**src/rtl/fifodcx_ctl_pkg.sv**
```systemverilog
// Shared types and constants for the FIFO dibit write scheduler.
// One byte goes out as four dibits, least-significant dibit first.
package fifodcx_ctl_pkg;

    typedef enum logic [1:0] {
        ST_INIT = 2'd0,
        ST_IDLE = 2'd1,
        ST_SEND = 2'd2
    } state_e;

    localparam int BEATS   = 4;
    localparam int DIBIT_W = 2;
    localparam int BYTE_W  = BEATS * DIBIT_W;

    function automatic logic [DIBIT_W-1:0] lsb_dibit(input logic [BYTE_W-1:0] b);
        return b[DIBIT_W-1:0];
    endfunction

endpackage

```
**src/rtl/fifodcx_rr_arb2.sv**
```systemverilog
// Two-way round-robin arbiter. The priority flag moves only when a grant is taken,
// so a requester that is refused keeps its turn.
module fifodcx_rr_arb2 (
    input  logic       clk,
    input  logic       reset,
    input  logic [1:0] req,
    input  logic       advance,
    output logic [1:0] grant
);

    logic prio_b_q;
    logic prio_b_d;

    // Grant decode and next-priority computation
    always_comb begin
        grant    = 2'b00;
        prio_b_d = prio_b_q;
        case (req)
            2'b01:   grant = 2'b01;
            2'b10:   grant = 2'b10;
            2'b11:   grant = prio_b_q ? 2'b10 : 2'b01;
            default: grant = 2'b00;
        endcase
        if (advance && (grant != 2'b00)) begin
            prio_b_d = grant[0];
        end else begin
            prio_b_d = prio_b_q;
        end
    end

    // Priority register; reset favours requester A
    always_ff @(posedge clk) begin
        if (reset) begin
            prio_b_q <= 1'b0;
        end else begin
            prio_b_q <= prio_b_d;
        end
    end

endmodule

```
**src/rtl/fifodcx_wr_sched.sv**
```systemverilog
// Arbitrates two byte requesters onto a 2-bit FIFO write port, holding the FIFO
// in reset for a fixed interval after Reset and stalling beats while the FIFO is full.
module fifodcx_wr_sched
    import fifodcx_ctl_pkg::*;
#(
    parameter int RST_CYCLES = 4,
    parameter int CNT_W      = 16
) (
    input  logic             WrClock,
    input  logic             Reset,
    input  logic             ReqA_Valid,
    input  logic [7:0]       ReqA_Data,
    output logic             ReqA_Ready,
    input  logic             ReqB_Valid,
    input  logic [7:0]       ReqB_Data,
    output logic             ReqB_Ready,
    input  logic             FifoFull,
    input  logic             FifoAlmostFull,
    output logic             FifoData0,
    output logic             FifoData1,
    output logic             FifoWrEn,
    output logic             FifoReset,
    output logic             Busy,
    output logic             LastGrantB,
    output logic [CNT_W-1:0] ByteCount
);

    localparam logic [3:0]         RST_LAST  = 4'(RST_CYCLES);
    localparam logic [1:0]         LAST_BEAT = 2'(BEATS - 1);
    localparam logic [CNT_W-1:0]   CNT_ONE   = CNT_W'(1);

    state_e            state_q;
    logic [3:0]        init_cnt_q;
    logic [BYTE_W-1:0] shift_q;
    logic [1:0]        beat_q;
    logic              last_b_q;
    logic [CNT_W-1:0]  byte_cnt_q;

    logic [1:0]        arb_req_s;
    logic [1:0]        grant_s;
    logic              accept_s;
    logic              wr_en_s;
    logic [BYTE_W-1:0] acc_data_s;
    logic [DIBIT_W-1:0] dibit_s;

    // Ready is offered only in IDLE and only when the FIFO has headroom for a whole byte
    always_comb begin
        if ((state_q == ST_IDLE) && !FifoAlmostFull) begin
            arb_req_s = {ReqB_Valid, ReqA_Valid};
        end else begin
            arb_req_s = 2'b00;
        end
        accept_s   = |grant_s;
        acc_data_s = grant_s[1] ? ReqB_Data : ReqA_Data;
        wr_en_s    = (state_q == ST_SEND) && !FifoFull;
        dibit_s    = lsb_dibit(shift_q);
    end

    fifodcx_rr_arb2 u_arb (
        .clk     (WrClock),
        .reset   (Reset),
        .req     (arb_req_s),
        .advance (accept_s),
        .grant   (grant_s)
    );

    assign ReqA_Ready = grant_s[0];
    assign ReqB_Ready = grant_s[1];
    assign FifoWrEn   = wr_en_s;
    assign FifoData0  = wr_en_s & dibit_s[0];
    assign FifoData1  = wr_en_s & dibit_s[1];
    assign FifoReset  = (state_q == ST_INIT);
    assign Busy       = (state_q != ST_IDLE);
    assign LastGrantB = last_b_q;
    assign ByteCount  = byte_cnt_q;

    // Scheduler FSM: FIFO reset interval, byte acceptance, dibit serialisation
    always_ff @(posedge WrClock) begin
        if (Reset) begin
            state_q    <= ST_INIT;
            init_cnt_q <= 4'd0;
            shift_q    <= '0;
            beat_q     <= 2'd0;
            last_b_q   <= 1'b0;
            byte_cnt_q <= '0;
        end else begin
            case (state_q)
                ST_INIT: begin
                    // The reset edge itself counts as the first FifoReset cycle
                    if (init_cnt_q == RST_LAST) begin
                        state_q <= ST_IDLE;
                    end else begin
                        init_cnt_q <= init_cnt_q + 4'd1;
                    end
                end
                ST_IDLE: begin
                    if (accept_s) begin
                        shift_q  <= acc_data_s;
                        last_b_q <= grant_s[1];
                        beat_q   <= 2'd0;
                        state_q  <= ST_SEND;
                    end
                end
                ST_SEND: begin
                    if (wr_en_s) begin
                        shift_q <= {{DIBIT_W{1'b0}}, shift_q[BYTE_W-1:DIBIT_W]};
                        beat_q  <= beat_q + 2'd1;
                        if (beat_q == LAST_BEAT) begin
                            state_q    <= ST_IDLE;
                            byte_cnt_q <= byte_cnt_q + CNT_ONE;
                        end
                    end
                end
                default: begin
                    state_q <= ST_INIT;
                end
            endcase
        end
    end

endmodule

```
**config.mk**
```make
export PLATFORM = sky130hd
export DESIGN_NAME = fifodcx_wr_sched
export DESIGN_NICKNAME = d
export VERILOG_FILES = /design/src/rtl/fifodcx_ctl_pkg.sv /design/src/rtl/fifodcx_rr_arb2.sv /design/src/rtl/fifodcx_wr_sched.sv
export SDC_FILE = /design/constraint.sdc
export NUM_CORES = 1
export LEC_CHECK = 0
export ABC_CLOCK_PERIOD_IN_PS = 2150
export CORE_ASPECT_RATIO = 1.5
export CORE_MARGIN = 2
export CORE_UTILIZATION = 48
export DETAILED_ROUTE_END_ITERATION = 12
export PLACE_DENSITY_LB_ADDON = 0.25
export SLEW_MARGIN = 20
export SYNTH_ARGS = -nofsm -noshare
export SYNTH_HDL_FRONTEND = slang
export SYNTH_SLANG_ARGS = --single-unit
```
**constraint.sdc**
```tcl
create_clock -name WrClock -period 2.15 [get_ports WrClock]
set_clock_uncertainty 0.15 [all_clocks]
set_input_delay 0.43 -clock WrClock [delete_from_list [all_inputs] [get_ports WrClock]]
set_output_delay 0.43 -clock WrClock [all_outputs]
set_load 0.02 [all_outputs]
```
==> impl_metrics.py, run 1 <==
metrics = {
    "power": {
        "clockPowerShare_pct": 29.8,
        "peakVddDrop_uv": 507.9,
        "netSwitchingPower_mw": 0.4302,
        "comb_power_share_pct": 23.2,
        "power.leakage_nw": 0.9479,
        "p_sw_share_pct": 28.80,
        "power_frac_seq_pct": 47.0,
        "internal-power_mw": 1.064,
        "powerDensity_nw_per_um2": 622.2,
    },
    "yosys": {
        "syn_inst": 205,
        "synthArstFlopShare_pct": 0,
        "yosysWarnings": 0,
        "syn_area_um2": 1715,
        "ys_seq_area_share_pct": 39.68,
        "synth_edf_count": 0,
        "syn-mean-instance-area_um2": 8.368,
        "synth_flop_cell": "dfxtp_1",
        "syn_nets": 231,
        "synth_seq_cells": 34,
        "ys_types": 37,
    },
    "clock_network": {
        "clkTransAtPathRegs_ns": 0.06,
        "cts_made_buffers": 5,
        "cts_tree": "yes",
        "htree_levels": 2,
        "clockRootBuffer": "clkbuf_8",
        "cts_sinks": 34,
        "clock_latency_ns": 0.29,
        "clockBufferDepth": 2,
    },
    "drt": {
        "viasPerCell": 5.425,
        "final_antenna_net_count": 0,
        "vias": 1671,
        "routed_wl_mm": 3.893,
        "drc": 0,
        "post_drt_wl_per_cell_um": 12.64,
        "first_pass_iters": 4,
        "drt-initial-drc-count": 20,
    },
    "place": {
        "port_buffers": 45,
        "gp_congestion": 0.7374,
        "dpl.cell_count": 300,
        "dp_hpwl_mm": 2.948,
    },
    "setup_path": {
        "startpoint": "FifoAlmostFull",
        "reg2reg_to": "ByteCount[15]",
        "rrSetupSlack_ns": 0.20,
        "crit_path_end": "ReqA_Ready",
        "critPathLaunchType": "primary input",
        "critical_path_arrival_ns": 1.48,
        "reg2reg_from": "state_q[0]",
        "path_max_fanout": 3,
        "worstRegToRegCells": 5,
        "worstSetupPathType": "primary input to output pin",
        "worstPathRequired_ns": 1.57,
        "endpoint_kind": "output pin",
    },
    "die": {
        "num_rows": 26,
        "ios": 46,
        "die_area_um2": 4078,
        "core_um2": 3416,
        "die_w_um": 52.81,
        "floorplan.initialDensity_pct": 50.22,
        "die_y_um": 77.22,
    },
    "timing": {
        "setup_viol": 0,
        "slew-limit-headroom_pct": 76.17,
        "clock.fmax_mhz": 485.3,
        "hold_violations": 0,
        "final_max_slew_viol_count": 0,
        "worst_pin_slew_ns": 0.3537,
        "rsz0062_at_grt": "no",
        "fin_crit_ns": 2.061,
        "tns_ns": 0,
        "period_share_pct": 95.85,
        "holdWs_ns": 0.3108,
    },
    "min_path": {
        "min_path_type": "register to register",
    },
    "final_layout": {
        "diodes": 0,
        "area_growth_pct": 39.97,
        "fill_cells": 296,
        "layout.cells.non_filler": 308,
        "drive_gt1_share_pct": 13.91,
        "final_nets": 292,
    },
    "status": {
        "outcome": "finished, final reports clean",
    },
    "global_routing": {
        "grt_pass1_vias": 1565,
        "grt_pass1_wl_mm": 6.589,
        "grtUsageTotal_pct": 21.30,
        "grt_start_max_net_pins": 24,
        "antenna_found_initial": 0,
        "grt_overflow": 0,
    },
    "flow_run": {
        "maxCapViolCount": 0,
    },
}
## logic make-up (layout without fill, tap and decap cells)
kind of cell,count (synthesis),in the layout,synth area share [%]
AOI/OAI and AO/OA,46,46,15.83
xor gates and xnor gates,13,13,6.638
adders and majority gates,4,4,2.918
muxes,5,5,3.282
buffers and inverters,16,77,4.011
DFF,34,34,39.68
and+or+nand+nor,87,87,27.65
## placed cells by master (no fill, tap or decap), drive strengths merged, types with 5 or more instances in the layout
master and n:
clkdlybuf4s50 38, dfxtp 34, buf 23, nor2 21
a21oi 19, nand2 16, nand3 14, o31ai 12
o21ai 11, xor2 7, clkbuf 7, xnor2 6
inv 6, and3 5, nand4 5
## state kept, by name (all words and copies together), names as in the netlist
register and cells:
ByteCount 16, LastGrantB 1, beat_q 2, init_cnt_q 4, shift_q 8, state_q 2, u_arb.prio_b_q 1
## synth_stat cells, types with 6 or more instances
| cell | n | area [um^2] |
|---|---|---|
| o31ai_1 | 12 | 90.09 |
| nand3_1 | 14 | 70.07 |
| xor2_1 | 7 | 61.31 |
| a21oi_1 | 19 | 95.09 |
| xnor2_1 | 6 | 52.55 |
| nor2_1 | 21 | 78.83 |
| inv_1 | 6 | 22.52 |
| dfxtp_1 | 34 | 680.7 |
| nand2_1 | 16 | 60.06 |
| o21ai_0 | 11 | 55.05 |
## repair_timing
action                                  4_1_cts  5_1_grt
hold buffers                                  0        0
resized for setup                            26        5
pin swaps                                     1        2
endpoints found under the setup margin        7        2
buffers inserted                              0        1
## final cells by class
cell class / count / area [um^2] / area share, %
clock buffers: 7 / 76.32 / 3.179
repair buffers: 64 / 586.8 / 24.44
well taps: 42 / 52.55 / 2.189
multi-input cells: 155 / 982.2 / 40.91
inverters: 6 / 22.52 / 0.9380
flip-flops and latches: 34 / 680.7 / 28.35
## layer usage
layer / share of wire, % / global-route usage, % / vias to the layer above
li1: - / - / 849
met1: 41 / 23.62 / 773
met2: 53 / 36.38 / 38
met3: 3.8 / 5.447 / 11
met4: 2.4 / 10.00 / 0
met5: 0 / 0 / -
## metrics by stage
step / total power, mW / utilization (%) / area, um^2 / setup WS [ns]
finish: 1.494 / 70.29 / 2401 / 0.08924
global route: 1.574 / 70.29 / 2401 / 0.01353
CTS: 1.501 / 69.93 / 2389 / 0.0005432
detailed placement: 1.060 / 67.55 / 2307 / -0.5255
global placement: 1.050 / 67.55 / 2307 / -0.4938
floorplan: 0.9111 / - / 1715 / 0.2110
## how the worst min path moves through the flow
stage,from,end,slack (ns),cells past startpoint
floorplan,beat_q[1],beat_q[1],0.29,2
global placement,beat_q[1],beat_q[1],0.29,2
detailed placement,LastGrantB,LastGrantB,0.30,2
CTS,shift_q[4],shift_q[4],0.31,2
global route,beat_q[1],beat_q[1],0.33,2
finish,beat_q[1],beat_q[1],0.31,2
## worst max-delay path: stages
cell,delay [ns]
clkdlybuf4s50_1,0.43
nor3b_2,0.25
nand2_1,0.10
a21oi_2,0.12
buf_4,0.15
## power groups by stage
stage          sequential [mW]  combinational [mW]  clock (mW)
2_1_floorplan            0.712               0.199           0
3_3_place_gp             0.713               0.337           0
3_5_place_dp             0.714               0.345           0
4_1_cts                  0.702               0.348       0.451
5_1_grt                  0.706               0.386       0.483
6_report                 0.702               0.347       0.445
No activity file was read; power rests on OpenSTA's default activity.
==> run 2, diff against run 1 <==
--- a/config.mk
+++ b/config.mk
@@ -5,7 +5,6 @@
 export SDC_FILE = /design/constraint.sdc
 export NUM_CORES = 1
 export LEC_CHECK = 0
-export ABC_CLOCK_PERIOD_IN_PS = 2150
 export CORE_ASPECT_RATIO = 1.5
 export CORE_MARGIN = 2
 export CORE_UTILIZATION = 48
==> results of run 2 <==
The final DEF is identical to that of run 1; final timing and power are the same.
